<file path="src/rtl/interval_timer_if.sv">
// Port bundle between the light FSM side and the interval timer.
// The timer drives the slave side. The controller, or a bench standing in for it, drives the master side.
//
// Handshake contract: start_timer is a one-cycle request with no ready. The timer
// always accepts it: it loads the duration on that edge and raises busy from the
// next cycle. expired is a one-cycle completion pulse with no acknowledge, and it
// is raised only in the cycle that follows the final counted tick.
interface interval_timer_if;
   logic       prog_sync;
   logic [1:0] time_selector;
   logic [3:0] time_value;
   logic       start_timer;
   logic [1:0] interval;
   logic       one_hz_enable;
   logic       expired;
   logic       busy;
   logic [3:0] remaining;
   logic       fsm_state;   // debug: 0 = IDLE, 1 = COUNT

   modport master (
      output prog_sync, time_selector, time_value, start_timer, interval, one_hz_enable,
      input  expired, busy, remaining, fsm_state
   );

   modport slave (
      input  prog_sync, time_selector, time_value, start_timer, interval, one_hz_enable,
      output expired, busy, remaining, fsm_state
   );
endinterface

</file>
<file path="src/rtl/interval_timer.sv">
// Programmable interval timer for the traffic controller.
// The timer holds three reprogrammable durations: tBASE, tEXT and tYEL.
// A start request loads the chosen duration. The count then decrements on each 1 Hz tick.
// When the count runs out, the timer returns a one-cycle expired pulse.
module interval_timer #(
   parameter logic [3:0] DEF_BASE = 4'd6,
   parameter logic [3:0] DEF_EXT  = 4'd3,
   parameter logic [3:0] DEF_YEL  = 4'd2
) (
   input  logic              clk,
   input  logic              reset,   // synchronous, active low
   interval_timer_if.slave   tif
);

   typedef enum logic {IDLE = 1'b0, COUNT = 1'b1} state_t;

   state_t     state_q, state_d;
   logic [3:0] t_base, t_ext, t_yel;
   logic [3:0] rem_q, rem_d;
   logic       exp_q, exp_d;
   logic [3:0] sel_dur;

   // Duration chosen by interval, taken from the registers before any same-edge write
   always_comb begin
      sel_dur = t_base;
      case (tif.interval)
         2'b01:   sel_dur = t_ext;
         2'b10:   sel_dur = t_yel;
         default: sel_dur = t_base;
      endcase
   end

   // Duration registers: a zero value or selector 11 leaves all three unchanged
   always_ff @(posedge clk) begin
      if (!reset) begin
         t_base <= DEF_BASE;
         t_ext  <= DEF_EXT;
         t_yel  <= DEF_YEL;
      end else if (tif.prog_sync && (tif.time_value != 4'd0)) begin
         case (tif.time_selector)
            2'b00:   t_base <= tif.time_value;
            2'b01:   t_ext  <= tif.time_value;
            2'b10:   t_yel  <= tif.time_value;
            default: ;
         endcase
      end
   end

   // Next state: restart beats a same-cycle final tick, and a tick coincident with a load is not counted
   always_comb begin
      state_d = state_q;
      rem_d   = rem_q;
      exp_d   = 1'b0;
      case (state_q)
         IDLE: begin
            if (tif.start_timer) begin
               rem_d   = sel_dur;
               state_d = COUNT;
            end
         end
         COUNT: begin
            if (tif.start_timer) begin
               rem_d = sel_dur;
            end else if (tif.one_hz_enable) begin
               if (rem_q <= 4'd1) begin
                  rem_d   = 4'd0;
                  exp_d   = 1'b1;
                  state_d = IDLE;
               end else begin
                  rem_d = rem_q - 4'd1;
               end
            end
         end
         default: begin
            state_d = IDLE;
            rem_d   = 4'd0;
         end
      endcase
   end

   // State, count and expired pulse registers
   always_ff @(posedge clk) begin
      if (!reset) begin
         state_q <= IDLE;
         rem_q   <= 4'd0;
         exp_q   <= 1'b0;
      end else begin
         state_q <= state_d;
         rem_q   <= rem_d;
         exp_q   <= exp_d;
      end
   end

   assign tif.expired   = exp_q;
   assign tif.busy      = (state_q == COUNT);
   assign tif.remaining = rem_q;
   assign tif.fsm_state = (state_q == COUNT);

endmodule

</file>
<file path="src/flat_wrapper.sv">
// flat-port wrapper written by rule: the top's interface ports become plain ports
module interval_timer_flat 
#(
   parameter logic [3:0] DEF_BASE = 4'd6,
   parameter logic [3:0] DEF_EXT  = 4'd3,
   parameter logic [3:0] DEF_YEL  = 4'd2
)
  (clk, reset, tif_prog_sync, tif_time_selector, tif_time_value, tif_start_timer, tif_interval, tif_one_hz_enable, tif_expired, tif_busy, tif_remaining, tif_fsm_state);
  interval_timer_if tif_i ();
  input  logic clk;
  input  logic reset;
  input wire logic [$bits(tif_i.prog_sync)-1:0] tif_prog_sync;
  input wire logic [$bits(tif_i.time_selector)-1:0] tif_time_selector;
  input wire logic [$bits(tif_i.time_value)-1:0] tif_time_value;
  input wire logic [$bits(tif_i.start_timer)-1:0] tif_start_timer;
  input wire logic [$bits(tif_i.interval)-1:0] tif_interval;
  input wire logic [$bits(tif_i.one_hz_enable)-1:0] tif_one_hz_enable;
  output wire logic [$bits(tif_i.expired)-1:0] tif_expired;
  output wire logic [$bits(tif_i.busy)-1:0] tif_busy;
  output wire logic [$bits(tif_i.remaining)-1:0] tif_remaining;
  output wire logic [$bits(tif_i.fsm_state)-1:0] tif_fsm_state;
  assign tif_i.prog_sync = tif_prog_sync;
  assign tif_i.time_selector = tif_time_selector;
  assign tif_i.time_value = tif_time_value;
  assign tif_i.start_timer = tif_start_timer;
  assign tif_i.interval = tif_interval;
  assign tif_i.one_hz_enable = tif_one_hz_enable;
  assign tif_expired = tif_i.expired;
  assign tif_busy = tif_i.busy;
  assign tif_remaining = tif_i.remaining;
  assign tif_fsm_state = tif_i.fsm_state;
  interval_timer #(.DEF_BASE(DEF_BASE), .DEF_EXT(DEF_EXT), .DEF_YEL(DEF_YEL)) u_core (.clk(clk), .reset(reset), .tif(tif_i));
endmodule
</file>
<file path="config.mk">
export PLATFORM = sky130hd
export DESIGN_NAME = interval_timer_flat
export DESIGN_NICKNAME = d
export VERILOG_FILES = /design/src/rtl/interval_timer_if.sv /design/src/rtl/interval_timer.sv /design/src/flat_wrapper.sv
export SDC_FILE = /design/constraint.sdc
export NUM_CORES = 1
export LEC_CHECK = 0
export ABC_CLOCK_PERIOD_IN_PS = 1200
export BUFFER_PORTS_ARGS = -buffer_cell sky130_fd_sc_hd__buf_2
export CAP_MARGIN = 0
export CORE_MARGIN = 1.5
export CORE_UTILIZATION = 40
export DETAILED_ROUTE_END_ITERATION = 12
export PLACE_DENSITY_LB_ADDON = 0.08
export SYNTH_ARGS = -nofsm -noshare
export SYNTH_HDL_FRONTEND = slang
export SYNTH_SLANG_ARGS = --single-unit
</file>
<file path="constraint.sdc">
create_clock -name clk -period 1.2 [get_ports clk]
set_input_delay 0.12 -clock clk [delete_from_list [all_inputs] [get_ports clk]]
set_output_delay 0.12 -clock clk [all_outputs]
set_load 0.03 [all_outputs]
</file>
==> impl_metrics.env <==
export IMPL_endpoint_kind="flip-flop"
export IMPL_fillers=220
export IMPL_synth_area_leaders="dfxtp_1, nand2_1, ha_1"
export IMPL_hold_violations=0
export IMPL_antenna_found_initial=0
export IMPL_wl_per_cell_um=13.3
export IMPL_maxCapViolCount=0
export IMPL_drcViolationCount=0
export IMPL_rows=17
export IMPL_period_minus_slack_ns=1.29
export IMPL_finalSetupTns_ns=-0.265
export IMPL_synth_cells=109
export IMPL_synth_edff_count=0
export IMPL_rr_endpoint="u_core.tif.remaining[0]"
export IMPL_wl_met3_um=70
export IMPL_multiInputGateArea_um2=547
export IMPL_yosys_warnings=0
export IMPL_register_area_um2=372
export IMPL_grt_overflow_total=0
export IMPL_die_h_um=51.0
export IMPL_min_path_type="in2reg"
export IMPL_synth_yosys_seq_area_share_pct=39.0
export IMPL_ys_flop_type="dfxtp_1"
export IMPL_synth_area_um2=923
export IMPL_violations="negative setup slack"
export IMPL_io_pins=20
export IMPL_worstPathMaxFanout=5
export IMPL_yosysMostFrequentCell="dfxtp_1"
export IMPL_startpoint="u_core.tif.remaining[1]"
export IMPL_num_antenna_cells=0
export IMPL_r2r_cells=5
export IMPL_slew_limit_headroom_pct=69.5
export IMPL_route_met2_wl_um=1090
export IMPL_fp_dieW_um=51.0
export IMPL_grt_pass1_wl_um=3770
export IMPL_r2r_start="u_core.tif.remaining[1]"
export IMPL_worstHoldPathCells=3
export IMPL_vias=866
export IMPL_die_area_um2=2610
export IMPL_max_stage_delay_ns=0.38
export IMPL_io_buffers=19
export IMPL_peakVddDrop_mv=0.563
export IMPL_place_gp_congestion=0.735
export IMPL_worst_pin_slew_ns=0.456
export IMPL_fin_ws_ns=-0.0880
export IMPL_htreeDepth=1
export IMPL_highest_layer="met4"
export IMPL_grt_usage_pct=19.3
export IMPL_clock_sinks=18
export IMPL_hold_start="reset"
export IMPL_path_clk_slew_ns=0.11
export IMPL_whs_endpoint="u_core.tif.remaining[2]"
export IMPL_setup_violations_final=4
export IMPL_path_cells="inv_4 > ha_1 > or2_4 > a211oi_2 > o311a_1"
export IMPL_finalNetCount=153
export IMPL_yosys_area_top_type="dfxtp_1"
export IMPL_drt_iter0_markers=24
export IMPL_ys_ff_latch=18
export IMPL_grt_max_degree=13
export IMPL_powerDensity_nw_per_um2=1130
export IMPL_synth_nets=126
export IMPL_wirelength_um=2180
export IMPL_async_reset_ff_share_pct=0
export IMPL_status="complete, but fails checks"
export IMPL_power_leakage_nw=0.479
export IMPL_area_growth_pct=27.0
export IMPL_critPathArrivalTime_ns=1.52
export IMPL_r2r_setup_slack_ns=-0.09
export IMPL_worstPathRequired_ns=1.43
export IMPL_ant_nets=0
export IMPL_grt_pass1_vias=845
export IMPL_cp_depth=5
export IMPL_cts_resized=0
export IMPL_initial_utilization_pct=42.1
export IMPL_holdWs_ns=0.0881
export IMPL_ys_top_cells_by_count="dfxtp_1, nand2_1, a21oi_1, o21ai_0, nand3_1"
export IMPL_drive_gt1_share_pct=33.3
export IMPL_drv_slew=0
export IMPL_clockBufferDepth=2
export IMPL_clk_latency_ns=0.29
export IMPL_cp_num_buf_inv=1
export IMPL_grt_setup_unrepaired="yes"
export IMPL_cts_root_buf="clkbuf_4"
export IMPL_drtPass1Iterations=4
export IMPL_detailedPlace_worstSlack_ns=-0.0746
export IMPL_crit_path_start_kind="flip-flop"
export IMPL_cts_setup_buffers=0
export IMPL_hold_buffers=0
export IMPL_syn_avg_cell_area_um2=8.47
export IMPL_finalPower_mw=1.33
export IMPL_finClkSkew_ns=0.00691
export IMPL_core_area_um2=2190
export IMPL_wl_met1_um=1000
export IMPL_post_drt_via_cell_ratio=5.31
export IMPL_yosys_area_top_type_share_pct=39.0
export IMPL_synth_cell_types=33
export IMPL_fin_crit_sh_pct=107
export IMPL_cts_tree="yes"
export IMPL_slowest_stage="dfxtp_4"
export IMPL_crit_family="flip-flops"
export IMPL_cts_made_buffers=3
export IMPL_fmax_mhz=776
export IMPL_crit_type="reg2reg"
export IMPL_dp_final_hpwl_um=1730
## state kept, by name (all words and copies together) (netlist names)
register and cells:
u_core.tif.remaining 4, u_core.t_yel 4, u_core.tif.expired 1, u_core.t_base 4, u_core.tif.busy 1, u_core.t_ext 4
## worst max path at each step
stage	end	slack, ns
after floorplan	u_core.tif.remaining[0]	-0.08
after global placement	u_core.tif.remaining[0]	-0.05
after detailed placement	u_core.tif.remaining[2]	-0.07
after CTS	u_core.tif.remaining[0]	-0.09
after global routing	u_core.tif.remaining[2]	-0.17
final	u_core.tif.remaining[0]	-0.09
## through the flow
stage | area [µm²] | cells | utilization, %
floorplan | 972 | 109 | -
global placement | 1130 | 159 | 51.6
detailed placement | 1130 | 159 | 51.6
CTS | 1170 | 163 | 53.3
global route | 1170 | 163 | 53.5
finish | 1170 | 163 | 53.5
## logic make-up (layout without fill, tap and decap cells)
kind of cell | count (synthesis) | count (layout) | synth area share, %
simple gates | 38 | 38 | 21.1
compound gates | 38 | 38 | 28.6
fa+ha+maj | 4 | 4 | 5.42
buf+inv | 11 | 37 | 5.83
flops | 18 | 18 | 39.0
## area by class of cell
cell class	instances	share of cell area, %
multi-input cells	80	46.6
flip-flops and latches	18	31.7
repair buffers	27	13.2
clock buffers	4	3.09
well taps	28	2.99
inverters	6	2.35
## power by group
| group | switching [mW] | leakage [nW] | internal (mW) |
|---|---|---|---|
| logic | 0.173 | 0.309 | 0.128 |
| registers | 0.0256 | 0.149 | 0.627 |
| clock network | 0.192 | 0.0210 | 0.185 |
| total | 0.390 | 0.479 | 0.939 |
## worst min-delay path, stage by stage
cell and delay, ns:
buf_2 0.11, clkinv_1 0.07, a31oi_1 0.04
## cells in the final DEF (no fill, tap or decap), types with 2 or more instances in the layout
| master | synthesis | final |
|---|---|---|
| o21ai_0 | 9 | 9 |
| nand2b_1 | 3 | 3 |
| a22oi_1 | 3 | 3 |
| and3b_1 | 2 | 2 |
| a21oi_1 | 9 | 9 |
| a211oi_2 | 0 | 2 |
| buf_2 | 1 | 19 |
| inv_1 | 5 | 3 |
| inv_4 | 0 | 2 |
| ha_1 | 4 | 3 |
| nand2_1 | 17 | 16 |
| dfxtp_1 | 18 | 15 |
| a31oi_1 | 2 | 2 |
| o21ai_1 | 3 | 3 |
| o311a_1 | 3 | 3 |
| buf_4 | 1 | 8 |
| clkbuf_4 | 0 | 3 |
| dfxtp_4 | 0 | 3 |
| o211ai_1 | 3 | 3 |
| nand3_1 | 7 | 6 |
## metal layers
metal	up-vias	track usage (%)
li1	449	-
met1	399	24.2
met2	16	32.9
met3	2	2.92
met4	0	7.66
met5	-	0
No activity file was read; power rests on OpenSTA's default activity.
